===== config.mk =====
export PLATFORM = sky130hd
export DESIGN_NAME = axi_stream_width_down_flat
export DESIGN_NICKNAME = d
export VERILOG_FILES = /design/src/rtl/axi_stream_width_down_pkg.sv /design/src/rtl/axi_stream_width_down_if.sv /design/src/rtl/axi_stream_width_down.sv /design/src/flat_wrapper.sv
export SDC_FILE = /design/constraint.sdc
export NUM_CORES = 1
export LEC_CHECK = 0
export CORE_MARGIN = 1.5
export CORE_UTILIZATION = 48
export DETAILED_ROUTE_END_ITERATION = 6
export GPL_ROUTABILITY_DRIVEN = 0
export PLACE_DENSITY = 0.93
export SYNTH_ARGS = -nofsm -noshare
export SYNTH_HDL_FRONTEND = slang
export SYNTH_SLANG_ARGS = --single-unit

===== constraint.sdc =====
create_clock -name i_clk -period 2.8 [get_ports i_clk]
set_input_delay 0.28 -clock i_clk [delete_from_list [all_inputs] [get_ports i_clk]]
set_output_delay 0.28 -clock i_clk [all_outputs]
set_load 0.01 [all_outputs]

===== src/rtl/axi_stream_width_down_pkg.sv =====
// Shared types and beat-count helpers for AXI-stream width converters.
package axi_stream_width_down_pkg;

  typedef enum logic {
    ST_EMPTY = 1'b0,
    ST_ISSUE = 1'b1
  } hold_state_e;

  // A one-byte bus still carries a 1-bit mod field.
  function automatic int mod_width(input int byts);
    return (byts > 1) ? $clog2(byts) : 1;
  endfunction

  function automatic int eop_bytes(input int mod, input logic eop, input int in_byts);
    if (!eop || mod == 0) return in_byts;
    return mod;
  endfunction

  function automatic int beats_from_mod(input int mod, input logic eop,
                                        input int in_byts, input int out_byts);
    return (eop_bytes(mod, eop, in_byts) + out_byts - 1) / out_byts;
  endfunction

  function automatic int last_mod(input int mod, input logic eop,
                                  input int in_byts, input int out_byts);
    return eop_bytes(mod, eop, in_byts) % out_byts;
  endfunction

endpackage


===== src/rtl/axi_stream_width_down_if.sv =====
// AXI-stream bus bundle with packet sideband (sop/eop/mod/err/ctl).
interface if_axi_stream import axi_stream_width_down_pkg::*; #(
  parameter int DAT_BYTS = 8,
  parameter int CTL_BITS = 8
) ();
  localparam int DAT_BITS = DAT_BYTS * 8;
  localparam int MOD_BITS = mod_width(DAT_BYTS);

  logic                val;
  logic                rdy;
  logic                sop;
  logic                eop;
  logic                err;
  logic [DAT_BITS-1:0] dat;
  logic [MOD_BITS-1:0] mod;
  logic [CTL_BITS-1:0] ctl;

  modport source (output val, sop, eop, err, dat, mod, ctl, input rdy);
  modport sink   (input val, sop, eop, err, dat, mod, ctl, output rdy);
endinterface


===== src/rtl/axi_stream_width_down.sv =====
// Narrowing AXI-stream converter: one wide beat out as N narrow beats, LSB first.
// Optional protocol checker enabled by defining AXIS_WIDTH_DOWN_PROTO_CHK_EN.
module axi_stream_width_down import axi_stream_width_down_pkg::*; #(
  parameter int IN_DAT_BYTS  = 8,
  parameter int OUT_DAT_BYTS = 2,
  parameter int CTL_BITS     = 8
) (
  input  logic         i_clk,
  input  logic         i_rst,
  if_axi_stream.sink   i_axi,
  if_axi_stream.source o_axi
`ifdef AXIS_WIDTH_DOWN_PROTO_CHK_EN
  ,
  output logic         o_proto_err
`endif
);
  localparam int R         = IN_DAT_BYTS / OUT_DAT_BYTS;
  localparam int CNT_W     = $clog2(R) + 1;
  localparam int IN_BITS   = IN_DAT_BYTS * 8;
  localparam int OUT_BITS  = OUT_DAT_BYTS * 8;
  localparam int OUT_MOD_W = mod_width(OUT_DAT_BYTS);

  if ((IN_DAT_BYTS % OUT_DAT_BYTS) != 0) begin : g_bad_ratio
    $fatal(1, "IN_DAT_BYTS must be an integer multiple of OUT_DAT_BYTS");
  end

  hold_state_e          state_q, state_d;
  logic [IN_BITS-1:0]   dat_q, dat_d;
  logic                 sop_q, sop_d;
  logic                 eop_q, eop_d;
  logic                 err_q, err_d;
  logic [CTL_BITS-1:0]  ctl_q, ctl_d;
  logic [CNT_W-1:0]     n_q, n_d;
  logic [CNT_W-1:0]     k_q, k_d;
  logic [OUT_MOD_W-1:0] lmod_q, lmod_d;

  logic last_beat;
  logic out_xfer;
  logic in_rdy;
  logic in_xfer;
  logic out_eop;

  assign last_beat = (k_q == n_q - CNT_W'(1));
  assign out_xfer  = (state_q == ST_ISSUE) && o_axi.rdy;
  // Reload on the same edge the last slice leaves, so back-to-back beats never bubble.
  assign in_rdy    = i_rst && ((state_q == ST_EMPTY) || (o_axi.rdy && last_beat));
  assign in_xfer   = i_axi.val && in_rdy;
  assign i_axi.rdy = in_rdy;

  always_comb begin
    state_d = state_q;
    dat_d   = dat_q;
    sop_d   = sop_q;
    eop_d   = eop_q;
    err_d   = err_q;
    ctl_d   = ctl_q;
    n_d     = n_q;
    k_d     = k_q;
    lmod_d  = lmod_q;
    if (in_xfer) begin
      state_d = ST_ISSUE;
      dat_d   = i_axi.dat;
      sop_d   = i_axi.sop;
      eop_d   = i_axi.eop;
      err_d   = i_axi.err;
      ctl_d   = i_axi.ctl;
      n_d     = CNT_W'(beats_from_mod(int'(i_axi.mod), i_axi.eop, IN_DAT_BYTS, OUT_DAT_BYTS));
      lmod_d  = OUT_MOD_W'(last_mod(int'(i_axi.mod), i_axi.eop, IN_DAT_BYTS, OUT_DAT_BYTS));
      k_d     = '0;
    end else if (out_xfer) begin
      if (last_beat) begin
        state_d = ST_EMPTY;
        k_d     = '0;
      end else begin
        k_d = k_q + CNT_W'(1);
      end
    end
  end

  always_ff @(posedge i_clk or negedge i_rst) begin
    if (!i_rst) begin
      state_q <= ST_EMPTY;
      dat_q   <= '0;
      sop_q   <= 1'b0;
      eop_q   <= 1'b0;
      err_q   <= 1'b0;
      ctl_q   <= '0;
      n_q     <= '0;
      k_q     <= '0;
      lmod_q  <= '0;
    end else begin
      state_q <= state_d;
      dat_q   <= dat_d;
      sop_q   <= sop_d;
      eop_q   <= eop_d;
      err_q   <= err_d;
      ctl_q   <= ctl_d;
      n_q     <= n_d;
      k_q     <= k_d;
      lmod_q  <= lmod_d;
    end
  end

  assign out_eop   = eop_q && last_beat;
  assign o_axi.val = (state_q == ST_ISSUE);
  assign o_axi.dat = dat_q[k_q*OUT_BITS +: OUT_BITS];
  assign o_axi.sop = sop_q && (k_q == '0);
  assign o_axi.eop = out_eop;
  assign o_axi.mod = out_eop ? lmod_q : '0;
  assign o_axi.err = err_q;
  assign o_axi.ctl = ctl_q;

`ifdef AXIS_WIDTH_DOWN_PROTO_CHK_EN
  logic in_pkt_q, in_pkt_d;
  logic proto_err_q, proto_err_d;

  // A legal beat has sop exactly when no packet is open.
  always_comb begin
    in_pkt_d    = in_pkt_q;
    proto_err_d = proto_err_q;
    if (in_xfer) begin
      if (i_axi.sop == in_pkt_q) proto_err_d = 1'b1;
      in_pkt_d = !i_axi.eop;
    end
  end

  always_ff @(posedge i_clk or negedge i_rst) begin
    if (!i_rst) begin
      in_pkt_q    <= 1'b0;
      proto_err_q <= 1'b0;
    end else begin
      in_pkt_q    <= in_pkt_d;
      proto_err_q <= proto_err_d;
    end
  end

  assign o_proto_err = proto_err_q;
`endif

endmodule


===== src/flat_wrapper.sv =====
// flat-port wrapper written by rule: the top's interface ports become plain ports
module axi_stream_width_down_flat import axi_stream_width_down_pkg::*;
#(
  parameter int IN_DAT_BYTS  = 8,
  parameter int OUT_DAT_BYTS = 2,
  parameter int CTL_BITS     = 8
)
  (i_clk, i_rst, i_axi_val, i_axi_sop, i_axi_eop, i_axi_err, i_axi_dat, i_axi_mod, i_axi_ctl, i_axi_rdy, o_axi_val, o_axi_sop, o_axi_eop, o_axi_err, o_axi_dat, o_axi_mod, o_axi_ctl, o_axi_rdy);
  if_axi_stream #(.DAT_BYTS((8)), .CTL_BITS(CTL_BITS)) i_axi_i ();
  if_axi_stream #(.DAT_BYTS((2)), .CTL_BITS(CTL_BITS)) o_axi_i ();
  input  logic i_clk;
  input  logic i_rst;
  input wire logic [$bits(i_axi_i.val)-1:0] i_axi_val;
  input wire logic [$bits(i_axi_i.sop)-1:0] i_axi_sop;
  input wire logic [$bits(i_axi_i.eop)-1:0] i_axi_eop;
  input wire logic [$bits(i_axi_i.err)-1:0] i_axi_err;
  input wire logic [$bits(i_axi_i.dat)-1:0] i_axi_dat;
  input wire logic [$bits(i_axi_i.mod)-1:0] i_axi_mod;
  input wire logic [$bits(i_axi_i.ctl)-1:0] i_axi_ctl;
  output wire logic [$bits(i_axi_i.rdy)-1:0] i_axi_rdy;
  output wire logic [$bits(o_axi_i.val)-1:0] o_axi_val;
  output wire logic [$bits(o_axi_i.sop)-1:0] o_axi_sop;
  output wire logic [$bits(o_axi_i.eop)-1:0] o_axi_eop;
  output wire logic [$bits(o_axi_i.err)-1:0] o_axi_err;
  output wire logic [$bits(o_axi_i.dat)-1:0] o_axi_dat;
  output wire logic [$bits(o_axi_i.mod)-1:0] o_axi_mod;
  output wire logic [$bits(o_axi_i.ctl)-1:0] o_axi_ctl;
  input wire logic [$bits(o_axi_i.rdy)-1:0] o_axi_rdy;
  assign i_axi_i.val = i_axi_val;
  assign i_axi_i.sop = i_axi_sop;
  assign i_axi_i.eop = i_axi_eop;
  assign i_axi_i.err = i_axi_err;
  assign i_axi_i.dat = i_axi_dat;
  assign i_axi_i.mod = i_axi_mod;
  assign i_axi_i.ctl = i_axi_ctl;
  assign i_axi_rdy = i_axi_i.rdy;
  assign o_axi_val = o_axi_i.val;
  assign o_axi_sop = o_axi_i.sop;
  assign o_axi_eop = o_axi_i.eop;
  assign o_axi_err = o_axi_i.err;
  assign o_axi_dat = o_axi_i.dat;
  assign o_axi_mod = o_axi_i.mod;
  assign o_axi_ctl = o_axi_i.ctl;
  assign o_axi_i.rdy = o_axi_rdy;
  axi_stream_width_down #(.IN_DAT_BYTS(IN_DAT_BYTS), .OUT_DAT_BYTS(OUT_DAT_BYTS), .CTL_BITS(CTL_BITS)) u_core (.i_clk(i_clk), .i_rst(i_rst), .i_axi(i_axi_i), .o_axi(o_axi_i));
endmodule

; ---- After elaboration in Yosys (flattened, before gate mapping)
; Cells that the tools add are included.
[word_totals]
out_inout_bits = 30
inputBits = 82
ff_bits = 83
word_cells = 44
[classes]
eq_ne = 1
bitwise_logic = 2
add_sub_neg = 5
n_mux = 12
n_reduce_logical = 14
n_shift = 1
[ops]
columns = op, n
row1 = 64-bit by 8-bit indexed part select with 16-bit output, 1
row2 = "32-bit by 3-bit adder with 32-bit output, second input constant", 1
row3 = 32-bit 2-to-1 mux, 1
row4 = "32-bit by 2-bit subtractor with 32-bit output, second input constant", 1
row5 = 3-bit 2-to-1 mux, 3
row6 = 4-bit 2-to-1 mux, 2
row7 = 1-bit logical AND, 6
row8 = 3-bit logical NOT, 2
row9 = 1-bit 2-to-1 mux, 6
row10 = 2-bit nonzero test, 2
row11 = 3-bit by 1-bit adder with 3-bit output, 1
row12 = "3-bit by 1-bit adder with 3-bit output, second input constant", 1
row13 = 3-bit == test, 1
row14 = "3-bit by 1-bit subtractor with 3-bit output, second input constant", 1
row15 = 1-bit logical OR, 2
row16 = 2-bit AND reduction, 1
row17 = 1-bit AND, 1
row18 = 1-bit logical NOT, 1
row19 = 1-bit NOT, 1

; ---- Depth between registers and ports, before layout
[depth]
depth_word = 13
mapped_depth = 9
ltp_nobuf = 6

; ---- Worst setup path after synthesis
; No wires, ideal clock.
[synth_timing]
path_kind = register -> register
startpoint = reg u_core.n_q[0]
endpoint = reg u_core.dat_q[21]
stages_incl_launch_ff = 10
setup_ps = 125
arrival_time_ps = 1969
t_required_ps = 2675
synth_period_minus_slack_ps = 2094
path_buffers = 3
slack_ps = 706
path_cell_list = dfrtp_1 inv_1 ha_1 xnor2_1 nor3_4 a41o_1 buf_6 buf_6 buf_12 mux2_4
[synth_between]
elab_chain_len = 6
[synth_lines]
columns = element, line_no
row1 = "start, declared", axi_stream_width_down.sv:33  ; logic [CNT_W-1:0] n_q, n_d;
row2 = "start signal, assigned", axi_stream_width_down.sv:98  ; n_q <= n_d;
row3 = 3-bit by 1-bit subtractor with 3-bit output, axi_stream_width_down.sv:43  ; assign last_beat = (k_q == n_q - CNT_W'(1));
row4 = 3-bit == test, axi_stream_width_down.sv:43
row5 = 1-bit logical AND, axi_stream_width_down.sv:46  ; assign in_rdy = i_rst && ((state_q == ST_EMPTY) || (o_axi.rdy && last_beat));
row6 = 1-bit logical OR, axi_stream_width_down.sv:46
row7 = 1-bit logical AND, axi_stream_width_down.sv:46
row8 = 1-bit logical AND, axi_stream_width_down.sv:47  ; assign in_xfer = i_axi.val && in_rdy;
row9 = "end signal, assigned", axi_stream_width_down.sv:93  ; dat_q <= dat_d;
row10 = "end, declared", axi_stream_width_down.sv:28  ; logic [IN_BITS-1:0] dat_q, dat_d;
; No other way between the ends.
; A chain may end at the register's enable or synchronous reset.

; ---- Worst setup path in the final report
[layout_timing]
startpoint = reg u_core.n_q[0]
endpoint = out i_axi_rdy
[layout_between]
elab_chain_len = 5
[layout_lines]
columns = element, line_no
row1 = 3-bit by 1-bit subtractor with 3-bit output, axi_stream_width_down.sv:43
row2 = 3-bit == test, axi_stream_width_down.sv:43
row3 = 1-bit logical AND, axi_stream_width_down.sv:46
row4 = 1-bit logical OR, axi_stream_width_down.sv:46
row5 = 1-bit logical AND, axi_stream_width_down.sv:46
row6 = "end, declared", flat_wrapper.sv:20  ; output wire logic [$bits(i_axi_i.rdy)-1:0] i_axi_rdy;
; No other way between the ends.

==> results.md <==
- CTS Sinks: 83
- Die ar.: roughly 0.0086 mm²
- Top-count cell post-synth: dfrtp_1
- DR vias/cell: ~5.2
- Number of global-route vias before repair: about 2700
- Syn_area_per_cell: 15.7 µm²
- Register-to-register setup slack: about 0.30 ns
- Largest net degree at the start of global routing: 45
- NumNets Final: 450
- Arr. time, crit path: between 2 and 2.5 ns
- Post_cts resized: 0
- CP delay by family, top: buffers and inverters
- CP required: 2.52 ns
- Yosys warnings: 0
- Post-synth top area cell: dfrtp_1
- Post-route DRC: 0
- Crit path buf inv count: 2
- Worst stage delay on the critical path: between 0.5 and 0.6 ns
- Die span in x: 92.7 µm
- Area growth syn-to-layout: 37.7%
- Status: complete, no violations
- Post-DP HPWL: approximately 6000 µm
- Root Buffer: clkbuf_8
- Worst-path clk slew: ~0.09 ns
- Max transition margin: 0.639
- Post-Syn Nets: 332
- IO Count: around 110
- Post-route ant nets: 0
- Worst setup path class: flop to output port
- Startpoint of the worst register-to-register path: u_core.n_q[0]
- Worst Hold Class: input port to asynchronous set/reset pin
- Tcrit/Tclk final: 0.938
- H-tree Lvls: 3
- List of most frequent post-synthesis cells: 83 x dfrtp_1, 70 x mux2_2, 17 x nor2b_1, 16 x mux4_2, 9 x mux2_4
- DR WL/cell: 17.0 µm
- Total global-route track usage: 0.199
- Pleak: roughly 0.0022 µW
- Area of the core: approximately 0.008 mm²
- DIE HEIGHT: 92.7 µm
- DR iter-0 viols: 93
- Wirelength, routed: approximately 8000 µm
- Slowest CP cell: clkdlybuf4s50_1
- Netlist cell types: 29
- Reg2reg end: u_core.dat_q[48]
- Fin crit period: around 2.6 ns
- Starting Density: 0.497
- Num rows: 32
- Top cells by area, synth: dfrtp_1 54%, mux2_2 20%, mux4_2 9.3%, mux2_4 3.5%, nor2b_1 2.8%
- CTS Buf Count: 9
- Buffer depth of the longest clock path: 2
- Share of layout cells above drive strength 1: 0.337
- Cell Chain, Critical Path: inv_1, ha_1, xor3_2, nor3_4, nand2_1, a21boi_0, clkdlybuf4s50_1
- Number of flops mapped to enable cells by yosys: 0
- Hold Slack: about 0.27 ns
- # port buffers: about 110
- Worst-Margin Slew: around 0.54 ns
- Power per standard cell area: 1120 mW/mm²
- Critical path launch point type: flop
- Share of the synthesized area in the top cell type: 0.538
- Remaining global-route overflow: 0
- Post-Syn Area: ~0.0039 mm²
- Crit. End Element: output port
- CTS tree: yes
- Vias post-DR: about 2500
- Max FO, Critical Path: 4
- Main flop type after synthesis: dfrtp_1
- Asr flop ratio synth: 1.00
- Peak VDD IR: around 0.00053 V
- DR pass1 iterations: 4
- Clk Latency, worst-skew pair: around 0.34 ns
- ANT cells: 0
- Max-Cap Viols: 0
- Global-route wire length before repair: around 13000 µm
- Number of synthesized register bits: 83
- Worst r2r path cells: 8
- Part of the Yosys area used for sequential elements: 0.538
- Initial antenna violation count: 0
- Setup Skew: ~0.013 ns
- Max-slew violations: 0
- TNS Setup: 0 ns
- Setup violators final: 0
- Mapped Cells: 246
- Fillers: between 500 and 600
- Max Fclk: about 0.38 GHz
- Unrepaired setup endpoints after global routing: false
- Final hold vios: 0
-- per-layer routing --
layer | up-vias | global-route usage | part of all wire
met5 | - | 0 | 0
met4 | 0 | 0.0682 | 0.012
met3 | 9 | 0.0468 | 0.053
met2 | 65 | 0.337 | 0.52
met1 | 1260 | 0.252 | 0.41
li1 | 1120 | - | -
-- how the worst max path moves through the flow --
stage / slack [ns] / end / depth (start not counted) / from
floorplan: 0.71 / u_core.dat_q[21] / 9 / u_core.n_q[0]
global placement: 0.45 / u_core.dat_q[0] / 7 / u_core.n_q[0]
detailed placement: 0.35 / u_core.dat_q[48] / 7 / u_core.n_q[0]
CTS: 0.08 / i_axi_rdy / 7 / u_core.n_q[0]
global route: 0.05 / i_axi_rdy / 7 / u_core.n_q[0]
finish: 0.17 / i_axi_rdy / 7 / u_core.n_q[0]
-- kinds of logic after synthesis --
family,after synthesis,share of synthesized area
AOI/OAI and AO/OA,6,0.0130
xor gates and xnor gates,4,0.0133
adders and majority gates,4,0.0130
buffers and inverters,19,0.0347
DFF,83,0.538
muxes,96,0.335
and+or+nand+nor,34,0.0525
-- where the power goes --
part,internal [µW],switching [µW]
Combinational,1870,1010
Sequential,1810,327
Clock,519,408
-- layout by cell type (no fill, tap or decap), drive strengths merged, types with 2 or more instances in the layout --
cell / count
clkinv: 2
mux2: 79
bufinv: 2
nor2b: 17
clkdlybuf4s50: 110
dfrtp: 83
inv: 4
xnor2: 2
mux4: 16
clkbuf: 10
nor2: 3
nand3: 2
and2: 3
nand2: 5
ha: 4
a22o: 2
buf: 11
-- cell type report --
class                           count  area [µm²]  share of cell area
Clock inverter                      5        77.6              0.0146
Multi-Input combinational cell    144        1660               0.312
Tap cell                          102         128              0.0240
Clock buffer                       10         138              0.0259
Sequential cell                    83        2080               0.391
Timing Repair Buffer              122        1220               0.229
Inverter                            4        15.0             0.00283
-- timing repair --
| action | 4_1_cts | 5_1_grt |
|---|---|---|
| endpoints found under the setup margin | 0 | 1 |
| setup buffers | 0 | 2 |
| hold buffers | 1 | 0 |
| endpoints found under the hold margin | 2 | 0 |
-- worst register-to-register path, delay by kind of cell (launching register included) --
| family | cells | cell delay (ns) |
|---|---|---|
| mux | 1 | 0.40 |
| compound gates | 1 | 0.42 |
| buf+inv | 3 | 0.49 |
| simple gates | 1 | 0.26 |
| fa+ha+maj | 1 | 0.15 |
| flops | 1 | 0.41 |
| xor+xnor | 1 | 0.28 |
-- state kept, by name, summed over array words and instances (netlist names) --
name and count:
u_core.dat_q 64, u_core.o_axi.ctl 8, u_core.k_q 3, u_core.n_q 3, u_core.eop_q 1, u_core.lmod_q 1
u_core.o_axi.err 1, u_core.o_axi.val 1, u_core.sop_q 1
-- through the flow --
stage / instances / utilization / worst slack, ns / total power [µW] / area [µm²]
final: 470 / 0.684 / 0.173 / 5940 / 5310
after CTS: 468 / 0.682 / 0.0817 / 5970 / 5300
after global routing: 470 / 0.684 / 0.0548 / 6300 / 5310
after floorplan: 246 / - / 0.706 / 3930 / 3860
after global placement: 452 / 0.653 / 0.445 / 4880 / 5070
after detailed placement: 452 / 0.653 / 0.350 / 5030 / 5070
(Power assumes the default switching activity.)
